### config.mk
export PLATFORM = sky130hd
export DESIGN_NAME = cic_interpolator
export DESIGN_NICKNAME = d
export VERILOG_FILES = /design/src/rtl/cic_pkg.sv /design/src/rtl/cic_int_stage.sv /design/src/rtl/cic_interpolator.sv
export SDC_FILE = /design/constraint.sdc
export NUM_CORES = 1
export LEC_CHECK = 0
export ABC_CLOCK_PERIOD_IN_PS = 6900
export BUFFER_PORTS_ARGS = -buffer_cell sky130_fd_sc_hd__buf_2
export CAP_MARGIN = 5
export CORE_MARGIN = 2
export CORE_UTILIZATION = 55
export DETAILED_ROUTE_END_ITERATION = 10
export PLACE_DENSITY = 0.78
export SYNTH_ARGS = -nofsm -noshare
export SYNTH_HDL_FRONTEND = slang
export SYNTH_SLANG_ARGS = --single-unit
### constraint.sdc
create_clock -name clk -period 6.9 [get_ports clk]
set_clock_uncertainty 0.05 [all_clocks]
set_input_delay 1.035 -clock clk [delete_from_list [all_inputs] [get_ports clk]]
set_output_delay 1.035 -clock clk [all_outputs]
set_load 0.005 [all_outputs]
### src/rtl/cic_pkg.sv
// Shared CIC definitions: output-width rule and the common wide sample type.
// Used by both the interpolation and decimation chains.
package cic_pkg;

    localparam int CIC_SAMPLE_MAX_W = 64;

    typedef logic signed [CIC_SAMPLE_MAX_W-1:0] cic_sample_t;

    // Register growth of a CIC chain: one $clog2(R*M) step per stage.
    function automatic int cic_out_width(input int win, input int n, input int r, input int m);
        return win + n * $clog2(r * m);
    endfunction

endpackage

### src/rtl/cic_int_stage.sv
// One wrapping integrator stage: y accumulates x on every enabled cycle.
// Latency 1 cycle; holds its value whenever en is low.
module cic_int_stage #(
    parameter int WIDTH = 8
) (
    input  logic             clk,
    input  logic             rst,
    input  logic             en,
    input  logic [WIDTH-1:0] x,
    output logic [WIDTH-1:0] y
);

    always_ff @(posedge clk) begin
        if (rst) begin
            y <= '0;
        end else if (en) begin
            y <= y + x;
        end
    end

endmodule

### src/rtl/cic_interpolator.sv
// CIC interpolator: N comb stages at input rate, zero-stuff by R, N integrators at output rate.
// Output sample k of a group appears one cycle after its slot; out_ready low freezes all state.
module cic_interpolator
    import cic_pkg::*;
#(
    parameter  int WIDTH_IN  = 8,
    parameter  int N_STAGES  = 3,
    parameter  int R         = 4,
    parameter  int M         = 1,
    localparam int WIDTH_OUT = cic_out_width(WIDTH_IN, N_STAGES, R, M)
) (
    input  logic                 clk,
    input  logic                 rst,
    input  logic [WIDTH_IN-1:0]  in_data,
    input  logic                 in_valid,
    output logic                 in_ready,
    output logic [WIDTH_OUT-1:0] out_data,
    output logic                 out_valid,
    input  logic                 out_ready
);

    localparam int PHASE_W = (R > 1) ? $clog2(R) : 1;
    localparam logic [PHASE_W-1:0] PHASE_LAST = PHASE_W'(R - 1);

    logic                        in_fire;
    logic                        out_fire;
    logic                        slot;
    logic                        last_phase;
    logic                        up_valid;
    logic [PHASE_W-1:0]          phase;
    logic signed [WIDTH_OUT-1:0] up_reg;
    logic signed [WIDTH_OUT-1:0] in_ext;
    logic signed [WIDTH_OUT-1:0] comb_out;
    logic signed [WIDTH_OUT-1:0] integ_x;

    assign slot       = up_valid & (!out_valid | out_ready);
    assign last_phase = (phase == PHASE_LAST);
    assign in_ready   = !up_valid | (slot & last_phase);
    assign in_fire    = in_valid & in_ready;
    assign out_fire   = out_valid & out_ready;

    assign in_ext = {{(WIDTH_OUT-WIDTH_IN){in_data[WIDTH_IN-1]}}, in_data};

    // Comb section runs at the input rate; its delay lines only move on accepted samples.
    for (genvar k = 0; k < N_STAGES; k++) begin : g_comb
        logic signed [WIDTH_OUT-1:0] c_in;
        logic signed [WIDTH_OUT-1:0] c_out;
        logic signed [WIDTH_OUT-1:0] dly [M];

        if (k == 0) begin : g_first
            assign c_in = in_ext;
        end else begin : g_chain
            assign c_in = g_comb[k-1].c_out;
        end

        assign c_out = c_in - dly[M-1];

        always_ff @(posedge clk) begin
            if (rst) begin
                for (int j = 0; j < M; j++) begin
                    dly[j] <= '0;
                end
            end else if (in_fire) begin
                dly[0] <= c_in;
                for (int j = 1; j < M; j++) begin
                    dly[j] <= dly[j-1];
                end
            end
        end
    end

    assign comb_out = g_comb[N_STAGES-1].c_out;

    // Zero-stuffing: the held comb result enters the integrators only on phase 0.
    assign integ_x = (phase == '0) ? up_reg : '0;

    always_ff @(posedge clk) begin
        if (rst) begin
            up_reg    <= '0;
            up_valid  <= 1'b0;
            phase     <= '0;
            out_valid <= 1'b0;
        end else begin
            if (slot) begin
                out_valid <= 1'b1;
                if (last_phase) begin
                    phase    <= '0;
                    up_valid <= 1'b0;
                end else begin
                    phase <= phase + PHASE_W'(1);
                end
            end else if (out_fire) begin
                out_valid <= 1'b0;
            end
            // A new sample arriving on the last phase starts the next group back-to-back.
            if (in_fire) begin
                up_reg   <= comb_out;
                up_valid <= 1'b1;
                phase    <= '0;
            end
        end
    end

    // Integrators are pipelined: each stage adds the previous stage's registered value.
    for (genvar k = 0; k < N_STAGES; k++) begin : g_int
        logic [WIDTH_OUT-1:0] sx;
        logic [WIDTH_OUT-1:0] sy;

        if (k == 0) begin : g_first
            assign sx = integ_x;
        end else begin : g_chain
            assign sx = g_int[k-1].sy;
        end

        cic_int_stage #(
            .WIDTH (WIDTH_OUT)
        ) u_stage (
            .clk (clk),
            .rst (rst),
            .en  (slot),
            .x   (sx),
            .y   (sy)
        );
    end

    assign out_data = g_int[N_STAGES-1].sy;

endmodule

* Word level (Yosys, flattened, before mapping)
Memory sizes are Yosys's and may differ from the RTL's.
Index checks and enable logic that the tools add are counted.
** Operators by class
- Add/sub/neg operators :: 7
- Equal/unequal tests :: 1
- Mux-type cells :: 18
- Bitwise operators :: 6
- Reduce and logical (&&, ||, !) cells :: 11
** Operators by type and width (count)
- 2-to-1 mux 14 bit :: 4
- adder 14 bit :: 3
- OR reduction 14 bit :: 3
- subtractor 14 bit :: 2
- subtractor 8 x 14 -> 14 bit :: 1
- 2-to-1 mux 1 bit :: 13
- nonzero test 2 bit :: 3
- AND 1 bit :: 4
- adder 2 x 1 -> 2 bit, second input constant :: 1
- equality test 2 bit, second input constant :: 1
- logical NOT 1 bit :: 2
- logical NOT 2 bit :: 1
- 2-to-1 mux 2 bit :: 1
- OR 1 bit :: 2
- AND reduction 2 bit :: 1
- OR reduction 2 bit :: 1
** Word-level totals
- Bits in registers :: 60
- Bits in writable memories :: 42
- Input port bits :: 12
- Output and inout port bits :: 16
- Logic and storage cells :: 53
- Memories :: 3
** Memory list
- g_comb[0].dly :: words 1, width 14, rd ports 1, clocked after memory_dff 0, wr ports 1, line cic_interpolator.sv:48 : logic signed [WIDTH_OUT-1:0] dly [M];
- g_comb[1].dly :: words 1, width 14, rd ports 1, clocked after memory_dff 0, wr ports 1, line cic_interpolator.sv:48
- g_comb[2].dly :: words 1, width 14, rd ports 1, clocked after memory_dff 0, wr ports 1, line cic_interpolator.sv:48

* Logic depth before layout (Yosys ltp)
- Depth in word-level cells :: 11
- Mapped depth :: 24
- Depth with buffers taken out :: 24

* By module
A second synthesis with hierarchy kept.
** Second synthesis, totals
- Cell total of the unflattened synthesis :: 764
- Area total of the unflattened synthesis :: 6887.9 µm²
** Modules (own cells, without submodules)
- cic_interpolator :: times used 1, cells each 373, area each 3573.4 µm², seq. area each 1441.4 µm²
- cic_int_stage at g_int[1].u_stage ... :: times used 2, cells each 131, area each 1109.8 µm², seq. area each 280.3 µm²
- cic_int_stage at g_int[0].u_stage :: times used 1, cells each 129, area each 1094.8 µm², seq. area each 280.3 µm²

* Worst setup path after synthesis
Ideal clock, no wire load.
- Path kind :: input -> register
- From :: in in_data[0]
- To :: reg up_reg[13]
- Library setup time :: 0.120 ns
- Arrival :: 5.008 ns
- Slack :: 1.722 ns
- Cell stages on the path :: 24
- Path through :: inv_1 -> ha_1 -> fa_1 -> nor2b_1 -> o21ai_1 -> nand2b_1 -> a21o_1 -> a21o_1 -> xor2_1 -> ha_1 -> or4_1 -> o21ai_1 -> a31oi_1 -> a21oi_1 -> o21bai_1 -> xnor2_1 -> ha_1 -> inv_1 -> o31ai_1 -> nor3_1 -> a311oi_1 -> o311a_1 -> a211o_1 -> nand3_1
** Between the ends
- Cells in the longest elaborated chain, start to end :: 3
** Ends and longest elaborated chain
- start, declared :: line cic_interpolator.sv:14 : input logic [WIDTH_IN-1:0] in_data,
- subtractor 8 x 14 -> 14 bit :: line cic_interpolator.sv:56 : assign c_out = c_in - dly[M-1];
- named net g_comb[0].c_out[6] :: line cic_interpolator.sv:47 : logic signed [WIDTH_OUT-1:0] c_out;
- subtractor 14 bit :: line cic_interpolator.sv:56
- named net g_comb[1].c_out[9] :: line cic_interpolator.sv:47
- subtractor 14 bit :: line cic_interpolator.sv:56
- end signal, assigned :: line cic_interpolator.sv:97 : up_reg <= comb_out;
- end, declared :: line cic_interpolator.sv:31 : logic signed [WIDTH_OUT-1:0] up_reg;
The timed path passes the listed nets, and every way through them passes these cells.
A chain may end at the register's enable or synchronous reset.

* Worst setup path in the final report
Ends and elaborated chain as after synthesis.

==> results.py <==
metrics = {
    "status": {
        "status": "finished, final reports clean",
    },
    "placement": {
        "pre_cts_ws_ns": 1.14,
        "placed_area_um2": 7140,
        "port_buffers": 27,
        "gp_congestion": 0.886,
        "dp_cells": 979,
        "place_hpwl_mm": 9.73,
    },
    "sta": {
        "finalCriticalPeriod_ns": 5.45,
        "fin_tns_setup_ns": 0,
        "drv_slew": 0,
        "slew_headroom_pct": 23.5,
        "min_period_over_period_pct": 78.9,
        "rsz0062_at_grt": "false",
        "fin_ws_ns": 1.45,
        "hold_viol_final": 0,
        "fmax_ghz": 0.184,
        "final-setup-viol-count": 0,
        "tightest_slew_ns": 1.14,
    },
    "routing": {
        "first_pass_iters": 5,
        "drc_errors": 0,
        "via_per_inst": 5.64,
        "ant_nets": 0,
        "drt_iter0_drc": 263,
        "routed_wl_mm": 13.5,
        "routedWlPerCell_um": 13.6,
        "vias": 5613,
    },
    "clock_tree": {
        "cts_resized": 0,
        "clk_pin_slew_ns": 0.06,
        "cts_sinks": 96,
        "cts_inserted_buffers": 9,
        "post_cts_buffers": 0,
        "tritoncts": "done",
        "htree_levels": 3,
        "root_buffer": "clkbuf_16",
        "cts_hold_buf": 0,
        "clock_latency_ns": 0.35,
        "cts_buffer_depth": 2,
    },
    "grt": {
        "use_met2_pct": 40.8,
        "grt_max_degree": 61,
        "grtUsageTotal_pct": 21.5,
        "grt_pass1_wl_mm": 23.3,
        "gr-max-usage-layer": "met2",
        "antenna_found_initial": 0,
        "grt.met3_usage_pct": 4.86,
        "grt_pass1_vias": 5473,
        "met1_usage_pct": 23.0,
        "grt_remaining_overflow": 0,
    },
    "yosys": {
        "synth_compound_area_share_pct": 20.0,
        "yosys_warnings": 0,
        "synth_seq_area_share_pct": 33.3,
        "ys.flop_type": "dfxtp_1",
        "yosys.area_share.adder_pct": 15.4,
        "synth_area_um2": 6860,
        "synth_top_family_by_area": "simple AND/OR/NAND/NOR gates",
        "synth_edf_count": 36,
        "synth_cells": 806,
        "synth-simple-area-share_pct": 20.3,
        "muxShareOfSynthArea_pct": 0.894,
        "yosysUniqueCellTypes": 57,
        "ys_ff_latch": 96,
        "post_synth.cell_area_avg_um2": 8.51,
        "async_flop_share_pct": 0,
        "synth_nets": 899,
        "synthXorXnorAreaFrac_pct": 4.85,
    },
    "critical_path": {
        "r2r_end": "up_reg[13]",
        "critPathRequiredTime_ns": 7.09,
        "critPathMaxFanout": 5,
        "criticalPathCategory": "in2reg",
        "crit_top_cell": "ha_1",
        "r2r_cells": 23,
        "r2r_slack_ns": 1.89,
        "crit_end": "up_reg[13]",
        "r2r_start": "g_comb[0].dly[0][0]",
        "slowest_delay_ns": 0.54,
        "startpoint": "in_data[0]",
        "start_kind": "input pin",
        "cp_slowest_cell": "o31ai_1",
        "crit_arrival_ns": 5.63,
        "endpoint_kind": "flop",
    },
    "die": {
        "start_util_pct": 56.7,
        "die_w_um": 116,
        "die-area_um2": 13400,
        "io_pins": 28,
        "die_h_um": 116,
        "rows": 40,
        "coreArea_um2": 12100,
    },
    "layout": {
        "drive_gt1_share_pct": 6.05,
        "area_delta_synth_final_pct": 8.42,
        "largest_reg_flops": 42,
        "num-fill-cells": 1064,
        "final_cells": 995,
        "diodes": 0,
        "final_area_um2": 7440,
        "nets": 915,
        "layout_commonest_cell": "a21oi_1",
        "final_cell_mix": "a21oi_1, ha_1, nand2_1",
        "final_util_pct": 61.4,
    },
    "power_and_ir_drop": {
        "static-leakage-power_nw": 3.25,
        "peakVddDrop_v": 0.000191,
        "p_per_area_nw_per_um2": 291,
    },
    "min_path": {
        "min_from": "up_reg[9]",
        "hp-class": "reg2reg",
    },
    "job": {
        "maxCapViolations": 0,
    },
}
## metal layers
metal	vias up	share of wire, %
met4	0	1.8
met5	-	0
li1	2918	-
met3	27	3.6
met1	2567	43
met2	101	52
## cells by family after synthesis
group           after synthesis
simple gates                272
compound gates              219
flops                        96
buf+inv                      94
fa+ha+maj                    81
xor+xnor                     38
mux                           6
## stage by stage
step	power [W]	hold slack [ns]
floorplan	0.00149	0.367
global placement	0.00162	0.378
detailed placement	0.00167	0.385
CTS	0.00218	0.394
global route	0.00233	0.426
finish	0.00217	0.389
## worst max-delay path, delay by kind of cell
family / cells / cell delay [ns]
AOI/OAI and AO/OA: 11 / 2.08
and+or+nand+nor: 5 / 0.96
adders and majority gates: 4 / 1.14
buffers and inverters: 3 / 0.21
xor gates and xnor gates: 2 / 0.23
## final cells by class
class                   instances  area, µm²  area share (%)
flip-flops and latches         96       2280            30.7
repair buffers                 31        165            2.22
clock buffers                  12        278            3.73
multi-input cells             616       4230            56.8
clock inverters                 4       23.8           0.320
inverters                      68        255            3.43
well taps                     168        210            2.83
## worst min-delay path by stage
stage                       endpoint  slack (ns)  cells past startpoint
after floorplan            up_reg[0]        0.37                      2
after global placement    up_reg[11]        0.38                      2
after detailed placement   up_reg[9]        0.39                      2
after CTS                  up_reg[9]        0.39                      2
after global routing       up_reg[0]        0.43                      2
final                      up_reg[9]        0.39                      2
## cell usage after synthesis, types with 6 or more instances
cell | count | area [µm²]
a211oi_1 | 7 | 52.6
a21o_1 | 20 | 150
a21oi_1 | 78 | 390
a31oi_1 | 8 | 50.1
and2_1 | 38 | 238
and3_1 | 6 | 37.5
clkbuf_1 | 21 | 78.8
dfxtp_1 | 60 | 1200
edfxtp_1 | 36 | 1080
fa_1 | 6 | 120
ha_1 | 75 | 938
inv_1 | 67 | 251
nand2_1 | 71 | 267
nand2b_1 | 12 | 75.1
nand3_1 | 23 | 115
nand3b_1 | 8 | 60.1
nand4_1 | 9 | 56.3
nor2_1 | 42 | 158
nor2b_1 | 14 | 87.6
nor3_1 | 24 | 120
nor4_1 | 6 | 37.5
o21a_1 | 15 | 113
o21ai_0 | 33 | 165
o21ai_1 | 13 | 65.1
or3_1 | 6 | 37.5
or4_1 | 6 | 45.0
xnor2_1 | 25 | 219
xor2_1 | 13 | 114
## power breakdown
part           leakage [nW]  internal (W)  switching [W]
Combinational          2.22      0.000425       0.000535
Sequential            0.877      0.000668      0.0000381
Clock                 0.152      0.000285       0.000216
(Power assumes the default switching activity.)
